<file path="src/rtl/disp_seq_pkg.sv">
// Shared screen codes and state encoding for the poker board display sequencer.
// The display multiplexer imports the same package, so both sides decode identical codes.
package disp_seq_pkg;

  // Each state is encoded as its own screen code, so select is a direct copy of the state.
  typedef enum logic [3:0] {
    ST_WALLET = 4'b0001,
    ST_CARDS  = 4'b0010,
    ST_SCORE  = 4'b0011,
    ST_NCARDS = 4'b0100,
    ST_DBL    = 4'b0101,
    ST_HAND   = 4'b0110,
    ST_DRES   = 4'b0111,
    ST_NSCORE = 4'b1011,
    ST_DBLN   = 4'b1101
  } state_t;

  localparam logic [3:0] CODE_BLANK = 4'b0000;

  // The double-up result screen blanks during the odd blink phase.
  function automatic logic [3:0] screen_code(state_t s, logic phase);
    return (s == ST_DRES && phase) ? CODE_BLANK : s;
  endfunction

  function automatic logic is_double(state_t s);
    return (s == ST_DBL) || (s == ST_DBLN) || (s == ST_DRES);
  endfunction

endpackage

</file>
<file path="src/rtl/disp_seq_if.sv">
// Game-event and screen-output bundle between the game controller and the display sequencer.
interface disp_seq_if;
  logic       tick_en;
  logic       ev_abort;
  logic       ev_deal;
  logic       ev_change;
  logic       ev_judge;
  logic       win;
  logic       ev_double;
  logic       ev_collect;
  logic       ev_dcard;
  logic       ev_guess;
  logic [3:0] select;
  logic       dbl_active;
  logic       seq_done;

  modport master (
    output tick_en, ev_abort, ev_deal, ev_change, ev_judge, win,
           ev_double, ev_collect, ev_dcard, ev_guess,
    input  select, dbl_active, seq_done
  );

  modport slave (
    input  tick_en, ev_abort, ev_deal, ev_change, ev_judge, win,
           ev_double, ev_collect, ev_dcard, ev_guess,
    output select, dbl_active, seq_done
  );
endinterface

</file>
<file path="src/rtl/disp_seq_hold_timer.sv">
// Saturating tick counter that flags the tick on which it reaches limit-1.
// With AUTO_RESTART it wraps to zero on expire, giving a free-running period.
module hold_timer #(
  parameter int CNT_W        = 8,
  parameter bit AUTO_RESTART = 1'b0
) (
  input  logic             clk,
  input  logic             rst,
  input  logic             clr,
  input  logic             tick_en,
  input  logic [CNT_W-1:0] limit,
  output logic             expire
);

  logic [CNT_W-1:0] cnt_q, cnt_d;

  assign expire = tick_en && (cnt_q == limit - CNT_W'(1));

  // NOTE: every variable written here gets a default first, so no path can infer a latch.
  always_comb begin
    cnt_d = cnt_q;
    if (clr) begin
      cnt_d = '0;
    end else if (tick_en) begin
      if (expire && AUTO_RESTART) cnt_d = '0;
      else if (cnt_q != '1)       cnt_d = cnt_q + CNT_W'(1);
    end
  end

  // NOTE: sequential state uses non-blocking assignments only, so every flop samples pre-edge values.
  always_ff @(posedge clk or posedge rst) begin
    if (rst) cnt_q <= '0;
    else     cnt_q <= cnt_d;
  end

endmodule

</file>
<file path="src/rtl/disp_seq.sv">
// Screen sequencer: steps the display through wallet, cards, hand, score and double-up
// screens on game events and timebase ticks; the double-up result screen blinks.
module disp_seq
  import disp_seq_pkg::*;
#(
  parameter int HOLD_TICKS  = 4,
  parameter int BLINK_TICKS = 2,
  parameter int CNT_W       = 8
) (
  input  logic        clk,
  input  logic        rst,
  disp_seq_if.slave   bus
);

  state_t     state_q, state_d;
  logic       phase_q, phase_d;
  logic       win_q, win_d;
  logic [3:0] select_q, select_d;
  logic       dbl_q, dbl_d;
  logic       done_q, done_d;
  logic       hold_clr, hold_exp;
  logic       blink_clr, blink_exp;

  // The hold counter restarts on every state change so each screen gets a full hold.
  assign hold_clr  = (state_d != state_q);
  assign blink_clr = (state_q != ST_DRES);

  hold_timer #(.CNT_W(CNT_W), .AUTO_RESTART(1'b0)) u_hold (
    .clk     (clk),
    .rst     (rst),
    .clr     (hold_clr),
    .tick_en (bus.tick_en),
    .limit   (CNT_W'(HOLD_TICKS)),
    .expire  (hold_exp)
  );

  hold_timer #(.CNT_W(CNT_W), .AUTO_RESTART(1'b1)) u_blink (
    .clk     (clk),
    .rst     (rst),
    .clr     (blink_clr),
    .tick_en (bus.tick_en),
    .limit   (CNT_W'(BLINK_TICKS)),
    .expire  (blink_exp)
  );

  always_comb begin
    state_d = state_q;
    if (bus.ev_abort) begin
      state_d = ST_WALLET;
    end else begin
      case (state_q)
        ST_WALLET: if (bus.ev_deal) state_d = ST_CARDS;
        ST_CARDS: begin
          if (bus.ev_change)     state_d = ST_NCARDS;
          else if (bus.ev_judge) state_d = ST_HAND;
        end
        ST_NCARDS: if (hold_exp) state_d = ST_NSCORE;
        ST_NSCORE: if (hold_exp) state_d = ST_HAND;
        ST_HAND:   if (hold_exp) state_d = ST_SCORE;
        ST_SCORE: begin
          // A winning score waits for the player; a losing one times out.
          if (win_q) begin
            if (bus.ev_collect)     state_d = ST_WALLET;
            else if (bus.ev_double) state_d = ST_DBL;
          end else if (hold_exp) begin
            state_d = ST_WALLET;
          end
        end
        ST_DBL:  if (bus.ev_dcard) state_d = ST_DBLN;
        ST_DBLN: if (bus.ev_guess) state_d = ST_DRES;
        ST_DRES: if (hold_exp) state_d = bus.win ? ST_SCORE : ST_WALLET;
        default: state_d = ST_WALLET;
      endcase
    end

    win_d = win_q;
    if ((state_q == ST_HAND || state_q == ST_DRES) && (state_d != state_q))
      win_d = bus.win;

    phase_d  = (state_q == ST_DRES && state_d == ST_DRES) ? (phase_q ^ blink_exp) : 1'b0;
    select_d = screen_code(state_d, phase_d);
    dbl_d    = is_double(state_d);
    done_d   = (state_d == ST_WALLET) && (state_q != ST_WALLET) && !bus.ev_abort;
  end

  // NOTE: the asynchronous reset clears every flop, outputs included, so the display
  // shows the wallet screen the moment rst rises.
  always_ff @(posedge clk or posedge rst) begin
    if (rst) begin
      state_q  <= ST_WALLET;
      phase_q  <= 1'b0;
      win_q    <= 1'b0;
      select_q <= ST_WALLET;
      dbl_q    <= 1'b0;
      done_q   <= 1'b0;
    end else begin
      state_q  <= state_d;
      phase_q  <= phase_d;
      win_q    <= win_d;
      select_q <= select_d;
      dbl_q    <= dbl_d;
      done_q   <= done_d;
    end
  end

  assign bus.select     = select_q;
  assign bus.dbl_active = dbl_q;
  assign bus.seq_done   = done_q;

endmodule

</file>
<file path="src/flat_wrapper.sv">
// flat-port wrapper written by rule: the top's interface ports become plain ports
module disp_seq_flat import disp_seq_pkg::*;
#(
  parameter int HOLD_TICKS  = 4,
  parameter int BLINK_TICKS = 2,
  parameter int CNT_W       = 8
)
  (clk, rst, bus_tick_en, bus_ev_abort, bus_ev_deal, bus_ev_change, bus_ev_judge, bus_win, bus_ev_double, bus_ev_collect, bus_ev_dcard, bus_ev_guess, bus_select, bus_dbl_active, bus_seq_done);
  disp_seq_if bus_i ();
  input  logic clk;
  input  logic rst;
  input wire logic [$bits(bus_i.tick_en)-1:0] bus_tick_en;
  input wire logic [$bits(bus_i.ev_abort)-1:0] bus_ev_abort;
  input wire logic [$bits(bus_i.ev_deal)-1:0] bus_ev_deal;
  input wire logic [$bits(bus_i.ev_change)-1:0] bus_ev_change;
  input wire logic [$bits(bus_i.ev_judge)-1:0] bus_ev_judge;
  input wire logic [$bits(bus_i.win)-1:0] bus_win;
  input wire logic [$bits(bus_i.ev_double)-1:0] bus_ev_double;
  input wire logic [$bits(bus_i.ev_collect)-1:0] bus_ev_collect;
  input wire logic [$bits(bus_i.ev_dcard)-1:0] bus_ev_dcard;
  input wire logic [$bits(bus_i.ev_guess)-1:0] bus_ev_guess;
  output wire logic [$bits(bus_i.select)-1:0] bus_select;
  output wire logic [$bits(bus_i.dbl_active)-1:0] bus_dbl_active;
  output wire logic [$bits(bus_i.seq_done)-1:0] bus_seq_done;
  assign bus_i.tick_en = bus_tick_en;
  assign bus_i.ev_abort = bus_ev_abort;
  assign bus_i.ev_deal = bus_ev_deal;
  assign bus_i.ev_change = bus_ev_change;
  assign bus_i.ev_judge = bus_ev_judge;
  assign bus_i.win = bus_win;
  assign bus_i.ev_double = bus_ev_double;
  assign bus_i.ev_collect = bus_ev_collect;
  assign bus_i.ev_dcard = bus_ev_dcard;
  assign bus_i.ev_guess = bus_ev_guess;
  assign bus_select = bus_i.select;
  assign bus_dbl_active = bus_i.dbl_active;
  assign bus_seq_done = bus_i.seq_done;
  disp_seq #(.HOLD_TICKS(HOLD_TICKS), .BLINK_TICKS(BLINK_TICKS), .CNT_W(CNT_W)) u_core (.clk(clk), .rst(rst), .bus(bus_i));
endmodule
</file>
<file path="config.mk">
export PLATFORM = sky130hd
export DESIGN_NAME = disp_seq_flat
export DESIGN_NICKNAME = d
export VERILOG_FILES = /design/src/rtl/disp_seq_pkg.sv /design/src/rtl/disp_seq_if.sv /design/src/rtl/disp_seq_hold_timer.sv /design/src/rtl/disp_seq.sv /design/src/flat_wrapper.sv
export SDC_FILE = /design/constraint.sdc
export NUM_CORES = 1
export LEC_CHECK = 0
export ABC_CLOCK_PERIOD_IN_PS = 5900
export CAP_MARGIN = 5
export CORE_UTILIZATION = 30
export DETAILED_ROUTE_END_ITERATION = 8
export PLACE_DENSITY_LB_ADDON = 0.08
export SKIP_CTS_REPAIR_TIMING = 1
export SLEW_MARGIN = 25
export SYNTH_ARGS = -nofsm -noshare
export SYNTH_HDL_FRONTEND = slang
export SYNTH_HIERARCHICAL = 1
export SYNTH_SLANG_ARGS = --single-unit
export TNS_END_PERCENT = 30
</file>
<file path="constraint.sdc">
create_clock -name clk -period 5.9 [get_ports clk]
set_input_delay 1.475 -clock clk [delete_from_list [all_inputs] [get_ports clk]]
set_output_delay 1.475 -clock clk [all_outputs]
set_load 0.1 [all_outputs]
</file>
Word level (Yosys, flattened, before mapping)
Index checks and enable logic that the tools add are counted.
{"block": "word_totals", "regBits": 28, "input_bits": 12, "out_inout_bits": 6, "wordCells": 73}
{"block": "classes", "add_sub_neg": 2, "eq_ne": 20, "mux": 25, "n_bitwise": 1, "reduce_logical": 17}
{"operator": "$mux 4", "count": 15}
{"operator": "$mux 8", "count": 7}
{"operator": "$pmux 4 s9", "count": 1}
{"operator": "$eq 4x3->1 const B", "count": 6}
{"operator": "$add 8x1->8 const B", "count": 2}
{"operator": "$ne 8x8->1 const B", "count": 2}
{"operator": "$eq 4x4->1 const B", "count": 3}
{"operator": "$eq 4x1->1 const B", "count": 2}
{"operator": "$eq 4x2->1 const B", "count": 2}
{"operator": "$eq 8x1->1 const B", "count": 1}
{"operator": "$eq 8x2->1 const B", "count": 1}
{"operator": "$logic_and 1x1->1", "count": 7}
{"operator": "$reduce_bool 2->1", "count": 3}
{"operator": "$ne 4x1->1 const B", "count": 1}
{"operator": "$ne 4x3->1 const B", "count": 1}
{"operator": "$ne 4x4->1", "count": 1}
{"operator": "$reduce_and 2->1", "count": 2}
{"operator": "$logic_or 1x1->1", "count": 3}
{"operator": "$reduce_bool 3->1", "count": 1}
{"operator": "$mux 2", "count": 1}
{"operator": "$logic_not 1->1", "count": 1}
{"operator": "$mux 1", "count": 1}
{"operator": "$xor 1x1->1", "count": 1}

Depth between registers and ports, before layout
Gate-level depths: netlist (run 1).
{"block": "logic_depth", "word_depth": 11, "mapped_depth": 15, "depth_no_buf": 14}

Cells and area by module
Netlist (run 1), hierarchy kept.
{"mod": "disp_seq", "n_inst": 1, "cells_per_inst": 95, "area_each_um2": 814.5, "seq_area_each_um2": 302.8}
{"mod": "hold_timer at u_core.u_blink", "n_inst": 1, "cells_per_inst": 87, "area_each_um2": 715.7, "seq_area_each_um2": 200.2}
{"mod": "hold_timer at u_core.u_hold", "n_inst": 1, "cells_per_inst": 74, "area_each_um2": 654.4, "seq_area_each_um2": 200.2}

Least setup slack after synthesis (run 1)
OpenSTA, ideal clock, no wires.
{"block": "synth_timing", "kind": "in2reg", "startpoint": "input port bus_tick_en", "endpoint": "register u_core.win_q", "setup_ns": 0.125, "arrival_ns": 3.748, "required_ns": 5.775, "path_slack_ns": 2.027, "cell_stages": 10, "n_path_buf": 0, "path_cell_list": "nand3_1 or4_1 a211oi_1 or3b_2 o21ai_1 a221oi_4 o21ai_2 nor3_2 a21oi_1 mux2_4"}
{"block": "synth_between", "elab_chain_cells": 7, "elab_cells_between_ends": 11, "classes_between": "eq/ne: 1; mux: 8; reduce/logical: 2"}
{"element": "from (decl)", "line": "flat_wrapper.sv:12", "rtl": "input wire logic [$bits(bus_i.tick_en)-1:0] bus_tick_en;"}
{"element": "$logic_and 1x1->1 *", "line": "disp_seq_hold_timer.sv:17", "rtl": "assign expire = tick_en && (cnt_q == limit - CNT_W'(1));"}
{"element": "via u_core.hold_exp", "line": "disp_seq.sv:21", "rtl": "logic hold_clr, hold_exp;"}
{"element": "$mux 4", "line": "disp_seq.sv:65", "rtl": "end else if (hold_exp) begin"}
{"element": "$mux 4", "line": "disp_seq.sv:62", "rtl": "if (win_q) begin"}
{"element": "$pmux 4 s9 *", "line": "disp_seq.sv:51", "rtl": "case (state_q)"}
{"element": "$mux 4 *", "line": "disp_seq.sv:48", "rtl": "if (bus.ev_abort) begin"}
{"element": "$ne 4x4->1 *", "line": "disp_seq.sv:77", "rtl": "if ((state_q == ST_HAND || state_q == ST_DRES) && (state_d != state_q))"}
{"element": "$logic_and 1x1->1 *", "line": "disp_seq.sv:77"}
{"element": "to (signal assigned)", "line": "disp_seq.sv:99", "rtl": "win_q <= win_d;"}
{"element": "to (decl)", "line": "disp_seq.sv:17", "rtl": "logic win_q, win_d;"}
Mark *: on every way through the listed nets, which the timed path passes. The rest lies on a longest branch.
A chain may end at the register's enable or synchronous reset.

Worst setup path after layout (run 1)
{"block": "layout_timing", "startpoint": "input port bus_tick_en", "endpoint": "register u_core.u_hold.cnt_q[6]"}
{"block": "layout_between", "elab_chain_cells": 8, "elab_cells_between_ends": 14, "classes_between": "eq/ne: 1; mux: 9; reduce/logical: 4"}
{"element": "$logic_and 1x1->1 *", "line": "disp_seq_hold_timer.sv:17"}
{"element": "via u_core.hold_exp", "line": "disp_seq.sv:21"}
{"element": "$mux 4", "line": "disp_seq.sv:65"}
{"element": "$mux 4", "line": "disp_seq.sv:62"}
{"element": "$pmux 4 s9 *", "line": "disp_seq.sv:51"}
{"element": "$mux 4 *", "line": "disp_seq.sv:48"}
{"element": "$ne 4x4->1 *", "line": "disp_seq.sv:25", "rtl": "assign hold_clr = (state_d != state_q);"}
{"element": "via u_core.hold_clr", "line": "disp_seq.sv:21"}
{"element": "$reduce_bool 2->1 (no line)"}
{"element": "$reduce_and 2->1 (no line)"}
{"element": "to (signal assigned)", "line": "disp_seq_hold_timer.sv:33", "rtl": "else cnt_q <= cnt_d;"}
{"element": "to (decl)", "line": "disp_seq_hold_timer.sv:15", "rtl": "logic [CNT_W-1:0] cnt_q, cnt_d;"}
Marked as above.

==> results.toml, run 1 <==
[die]
initial_core_util_pct = 31.6
die_h_um = 87.3
core_area_mm2 = 0.00691
die_w_um = 87.3
dieArea_mm2 = 0.00763
std_cell_rows = 30
ios = 18

[flow_run]
max_cap_violations = 0

[critical_path]
worst-setup-path-type = "input port to flip-flop"
r2r-end = "u_core/u_hold/cnt_q[6]"
worst_setup_path_start_kind = "input port"
r2r_start = "u_core/u_hold/cnt_q[3]"
worstPathArrival_ps = 4500
critPathRequiredTime_ps = 6080
crit_path_cell_trace = "clkdlybuf4s50_1 > buf_4 > nand3_1 > or4_1 > a211oi_1 > buf_4 > nor2_1 > o21ai_1 > o21ai_1 > o21bai_1 > xnor2_1 > nand3b_1 > a311oi_1"
critPathMaxFanout = 12
r2r_setup_slack_ps = 2660
cpPeakStageDelay_ps = 490
worstRegToRegCells = 12
slowest_stage = "or4_1"
critPathCaptureType = "flip-flop"

[pwr]
p_switching_uw = 210
vdd_drop_max_uv = 106
p_sw_share_pct = 35.7
internal_power_uw = 377
comb_power_share_pct = 33.6
leakage_uw = 0.00119
power_density_mw_per_mm2 = 214
p_clk_share_pct = 25.6
power_uw = 587
seqPwrFrac_pct = 40.7

[final_layout]
nNetsFinal = 347
area_growth_pct = 25.5
instances_no_fill = 426
n_antenna_cell = 0
drive_gt1_share_pct = 6.36

[timing]
fin_crit_sh_pct = 73.3
max_slew_margin_pct = 35.5
maxSlewViolCount = 0
rsz0062_at_grt = "no"
finalSetupViolCount = 0
tightest_slew_ps = 964
final.setup.tns_ps = 0
max_freq_mhz = 231
period_needed_ps = 4320
final.setup.worst_slack_ps = 1580
finalHoldViolations = 0
skew_ps = 2.76

[cts]
clkSlewWorstSetupHoldPaths_ps = 100
clk_latency_ps = 270
cts-htree-levels = 1
cts_tree = "yes"
root_buffer = "clkbuf_8"
cts_buffer_depth = 2
cts.sinks = 28
cts_made_buffers = 3

[route]
num_vias = 1860
wl_per_cell_um = 10.2
drtIter0Drc = 82
drt-total-wl_um = 4350
viasPerCell = 4.37
firstDrtPassIters = 4
drc = 0
ant_nets = 0

[place]
hpwl_um = 3470
placed_cells = 422
io_buffers = 17
gp_congestion = 0.782
pre_cts_ws_ps = 1230

[hold_path]
holdPathStages = 2
min-delay-start = "u_core/phase_q"
hold_class = "flip-flop to flip-flop"
min_to = "u_core/phase_q"

[global_routing]
grt_max_degree = 17
overflow = 0
grt_pass1_wl_um = 7760
first_global_vias = 1732
antenna_found_initial = 0
grt_usage_pct = 12.8

[synthesis]
syn_area_mm2 = 0.00218
yosysWarnings = 6
ys_seq_area_share_pct = 32.2
synth-main-ff-cell = "dfrtp_1"
synth_top_area_share_pct = 29.8
yosysTopAreaCell = "dfrtp_1"
ys_ff_latch = 28
syn_area_per_cell_um2 = 8.53
synthDistinctLibCells = 62
async_reset_ff_share_pct = 100
synth_commonest_cells = "dfrtp_1, nor2_1, xnor2_1"
synthTopCellsByArea = "dfrtp_1, xnor2_1, nor2_1"
synth_edf_count = 0
syn_inst = 256

[run_status]
status = "complete, no violations"
## how the worst max path moves through the flow
stage / startpoint / to / slack (ps) / cells past startpoint
6_report: bus_tick_en / u_core/u_hold/cnt_q[6] / 1580 / 13
5_1_grt: bus_tick_en / u_core/u_hold/cnt_q[6] / 1290 / 13
4_1_cts: bus_tick_en / u_core/u_hold/cnt_q[6] / 1540 / 13
3_5_place_dp: bus_tick_en / u_core/u_hold/cnt_q[6] / 1230 / 13
3_3_place_gp: bus_tick_en / u_core/u_hold/cnt_q[6] / 1340 / 13
2_1_floorplan: bus_tick_en / u_core/win_q / 2030 / 10
## cell type report
| class | instances | area, µm² |
|---|---|---|
| fillers | 754 | 4170 |
| multi-input cells | 265 | 1610 |
| flip-flops and latches | 28 | 703 |
| repair buffers | 19 | 185 |
| well taps | 96 | 120 |
| inverters | 14 | 52.6 |
| clock buffers | 3 | 41.3 |
| clock inverters | 1 | 30.0 |
## through the flow
stage,util (%),hold slack (ps),area (µm²)
floorplan,-,529,2410
global placement,38.7,556,2670
detailed placement,38.7,556,2670
CTS,39.7,584,2740
global route,39.7,615,2740
finish,39.7,581,2740
## per-layer routing
| layer | share of wire, % | global-route usage [%] |
|---|---|---|
| met1 | 51 | 17.9 |
| met2 | 48 | 21.4 |
| met3 | 1.9 | 1.42 |
| met4 | 0 | 2.24 |
| met5 | 0 | 0 |
## registers in the layout (all words and copies together), names as in the netlist
register and cells:
u_core/bus.select 4, u_core/bus.seq_done 1, u_core/state_q 4, u_core/u_blink/cnt_q 8, u_core/u_hold/cnt_q 8, u_core/win_q 1
u_core/phase_q 1, u_core/bus.dbl_active 1
## worst max-delay path: cells and delay by family
kind	cells	cell delay (ps)
AO/OA/AOI/OAI	5	1100
AND/OR/NAND/NOR	4	900
XOR/XNOR	1	200
buffers and inverters	3	800
## cell usage in the layout (no fill, tap or decap), types with 6 or more instances in the layout
cell	instances
conb_1	63
clkdlybuf4s50_1	17
nand4_1	6
o21ai_0	10
xnor2_1	18
nor2_1	26
nand2b_1	9
a21oi_1	14
nor3_1	14
dfrtp_1	26
xor2_1	11
inv_1	13
nand3_1	8
nand2_1	14
## power by group through the flow
stage                     Clock [µW]  Sequential, µW  Combinational, µW
after global placement             0             245                199
final                            151             239                197
after detailed placement           0             243                196
after global routing             162             244                219
after floorplan                    0             269                128
after CTS                        154             240                197
## cells by family (layout without fill, tap and decap cells)
| family | after synthesis | in the layout | share of synthesized area (%) |
|---|---|---|---|
| DFF | 28 | 28 | 32.2 |
| muxes | 4 | 4 | 2.06 |
| AOI/OAI and AO/OA | 56 | 56 | 18.3 |
| xor gates and xnor gates | 29 | 29 | 11.6 |
| and+or+nand+nor | 109 | 109 | 28.5 |
| adders and majority gates | 4 | 4 | 2.29 |
| buffers and inverters | 24 | 37 | 4.64 |
| other | 2 | 63 | 0.344 |
Note: power is estimated with default switching activity, not from simulation.
==> run 2, diff against run 1 <==
--- a/config.mk
+++ b/config.mk
@@ -5,7 +5,7 @@
 export SDC_FILE = /design/constraint.sdc
 export NUM_CORES = 1
 export LEC_CHECK = 0
-export ABC_CLOCK_PERIOD_IN_PS = 5900
+export ABC_CLOCK_PERIOD_IN_PS = 4280
 export CAP_MARGIN = 5
 export CORE_UTILIZATION = 30
 export DETAILED_ROUTE_END_ITERATION = 8
==> constraint.sdc (replaced) <==
create_clock -name clk -period 4.28 [get_ports clk]
set_input_delay 1.07 -clock clk [delete_from_list [all_inputs] [get_ports clk]]
set_output_delay 1.07 -clock clk [all_outputs]
set_load 0.1 [all_outputs]
==> results.toml, run 2 (synthesis gave the netlist of run 1 again) <==
[route]
drc = 0
firstDrtPassIters = 4
ant_nets = 0
viasPerCell = 4.31
drtIter0Drc = 75
wl_per_cell_um = 10.7
drt-total-wl_um = 4580
num_vias = 1845

[timing]
skew_ps = 6.90
timing.hold.ws_ps = 602
period_needed_ps = 3590
maxSlewViolCount = 0
tightest_slew_ps = 969
final.setup.tns_ps = 0
finalSetupViolCount = 0
max_slew_margin_pct = 35.2
fin_crit_sh_pct = 83.9
max_freq_mhz = 279
rsz0062_at_grt = "no"
finalHoldViolations = 0

[pwr]
comb_power_share_pct = 34.0
p_clk_share_pct = 25.5
seqPwrFrac_pct = 40.5
power_uw = 815
vdd_drop_max_uv = 128
leakage_uw = 0.00120
p_sw_share_pct = 35.8
power_density_mw_per_mm2 = 296
internal_power_uw = 523
p_switching_uw = 292

[critical_path]
critPathMaxFanout = 8
worstRegToRegCells = 12
worst-setup-path-type = "input port to flip-flop"
worstPathArrival_ps = 3770
worst_setup_path_start_kind = "input port"
r2r_start = "u_core/u_hold/cnt_q[3]"
critical_path.startpoint = "bus_tick_en"
critPathCaptureType = "flip-flop"
r2r-end = "u_core/u_hold/cnt_q[6]"
critPathRequiredTime_ps = 4460
r2r_setup_slack_ps = 1190

[global_routing]
antenna_found_initial = 0
top_usage_layer = "met2"
met2_usage_pct = 21.9
overflow = 0
grt_pass1_wl_um = 8100
met3_usage_pct = 1.71
first_global_vias = 1702
grt_max_degree = 17
grt_usage_pct = 13.5
grt_use_met1_pct = 18.7

[place]
gp_congestion = 0.815
hpwl_um = 3630
place_area_mm2 = 0.00269
placed_cells = 424
io_buffers = 17

[hold_path]
hold_class = "flip-flop to flip-flop"
min_to = "u_core/phase_q"
holdPathStages = 2
min-delay-start = "u_core/phase_q"

[cts]
cts_tree = "yes"
cts-htree-levels = 1
cts_buffer_depth = 2
cts.sinks = 28
root_buffer = "clkbuf_8"
clk_latency_ps = 280
clkSlewWorstSetupHoldPaths_ps = 100
cts_made_buffers = 3

[final_layout]
final_common_cell = "conb_1"
area_growth_pct = 26.2
largestRegisters = "u_core/u_blink/cnt_q (8), u_core/u_hold/cnt_q (8)"
final_cell_mix = "conb_1, nor2_1, dfrtp_1"
instances_no_fill = 428
n_antenna_cell = 0
nNetsFinal = 349
final_cell_area_mm2 = 0.00276
drive_gt1_share_pct = 6.93

[run_status]
status = "complete, no violations"

[die]
std_cell_rows = 30
ios = 18
core_area_mm2 = 0.00691
die_h_um = 87.3
initial_core_util_pct = 31.6
dieArea_mm2 = 0.00763
die_w_um = 87.3

[flow_run]
max_cap_violations = 0
==> run 2: how the worst max path moves through the flow <==
stage / endpoint / cells after the start / slack [ps]
after global placement: u_core/u_hold/cnt_q[6] / 12 / 350
after CTS: u_core/u_hold/cnt_q[6] / 12 / 660
after global routing: u_core/u_hold/cnt_q[6] / 13 / 440
final: u_core/u_hold/cnt_q[6] / 12 / 690
after detailed placement: u_core/u_hold/cnt_q[6] / 12 / 380
after floorplan: u_core/win_q / 10 / 810
==> run 2: metal layers <==
layer	routed length (µm)	vias to the layer above
met5	0	-
met4	46	0
met3	77	2
met2	2180	17
met1	2280	824
li1	-	1002
==> run 2: critical path: stages <==
cell and delay [ps]:
clkdlybuf4s50_1 480, nand3_1 70, or4_1 480, a211oi_1 180, buf_4 190, nor2_1 40, o21ai_1 130, o21ai_1 80
o21bai_1 270, xnor2_1 200, nand3b_1 310, a311oi_1 280
==> run 2: final cells by class <==
cell class	instances	area [µm²]
clock buffers	3	41.3
clock inverters	1	30.0
fillers	741	4150
inverters	14	52.6
multi-input cells	265	1610
flip-flops and latches	28	703
well taps	96	120
repair buffers	21	200
==> run 2: power by group through the flow <==
stage          sequential, µW  clock, µW  combinational [µW]
2_1_floorplan             371          0                 177
5_1_grt                   336        225                 306
4_1_cts                   331        215                 277
6_report                  330        208                 277
3_3_place_gp              338          0                 278
3_5_place_dp              335          0                 275
==> run 2: metrics by stage <==
step,utilization (%),worst slack [ps]
after floorplan,-,812
after global placement,38.9,353
after detailed placement,38.9,375
after CTS,39.9,662
after global routing,39.9,444
final,39.9,691
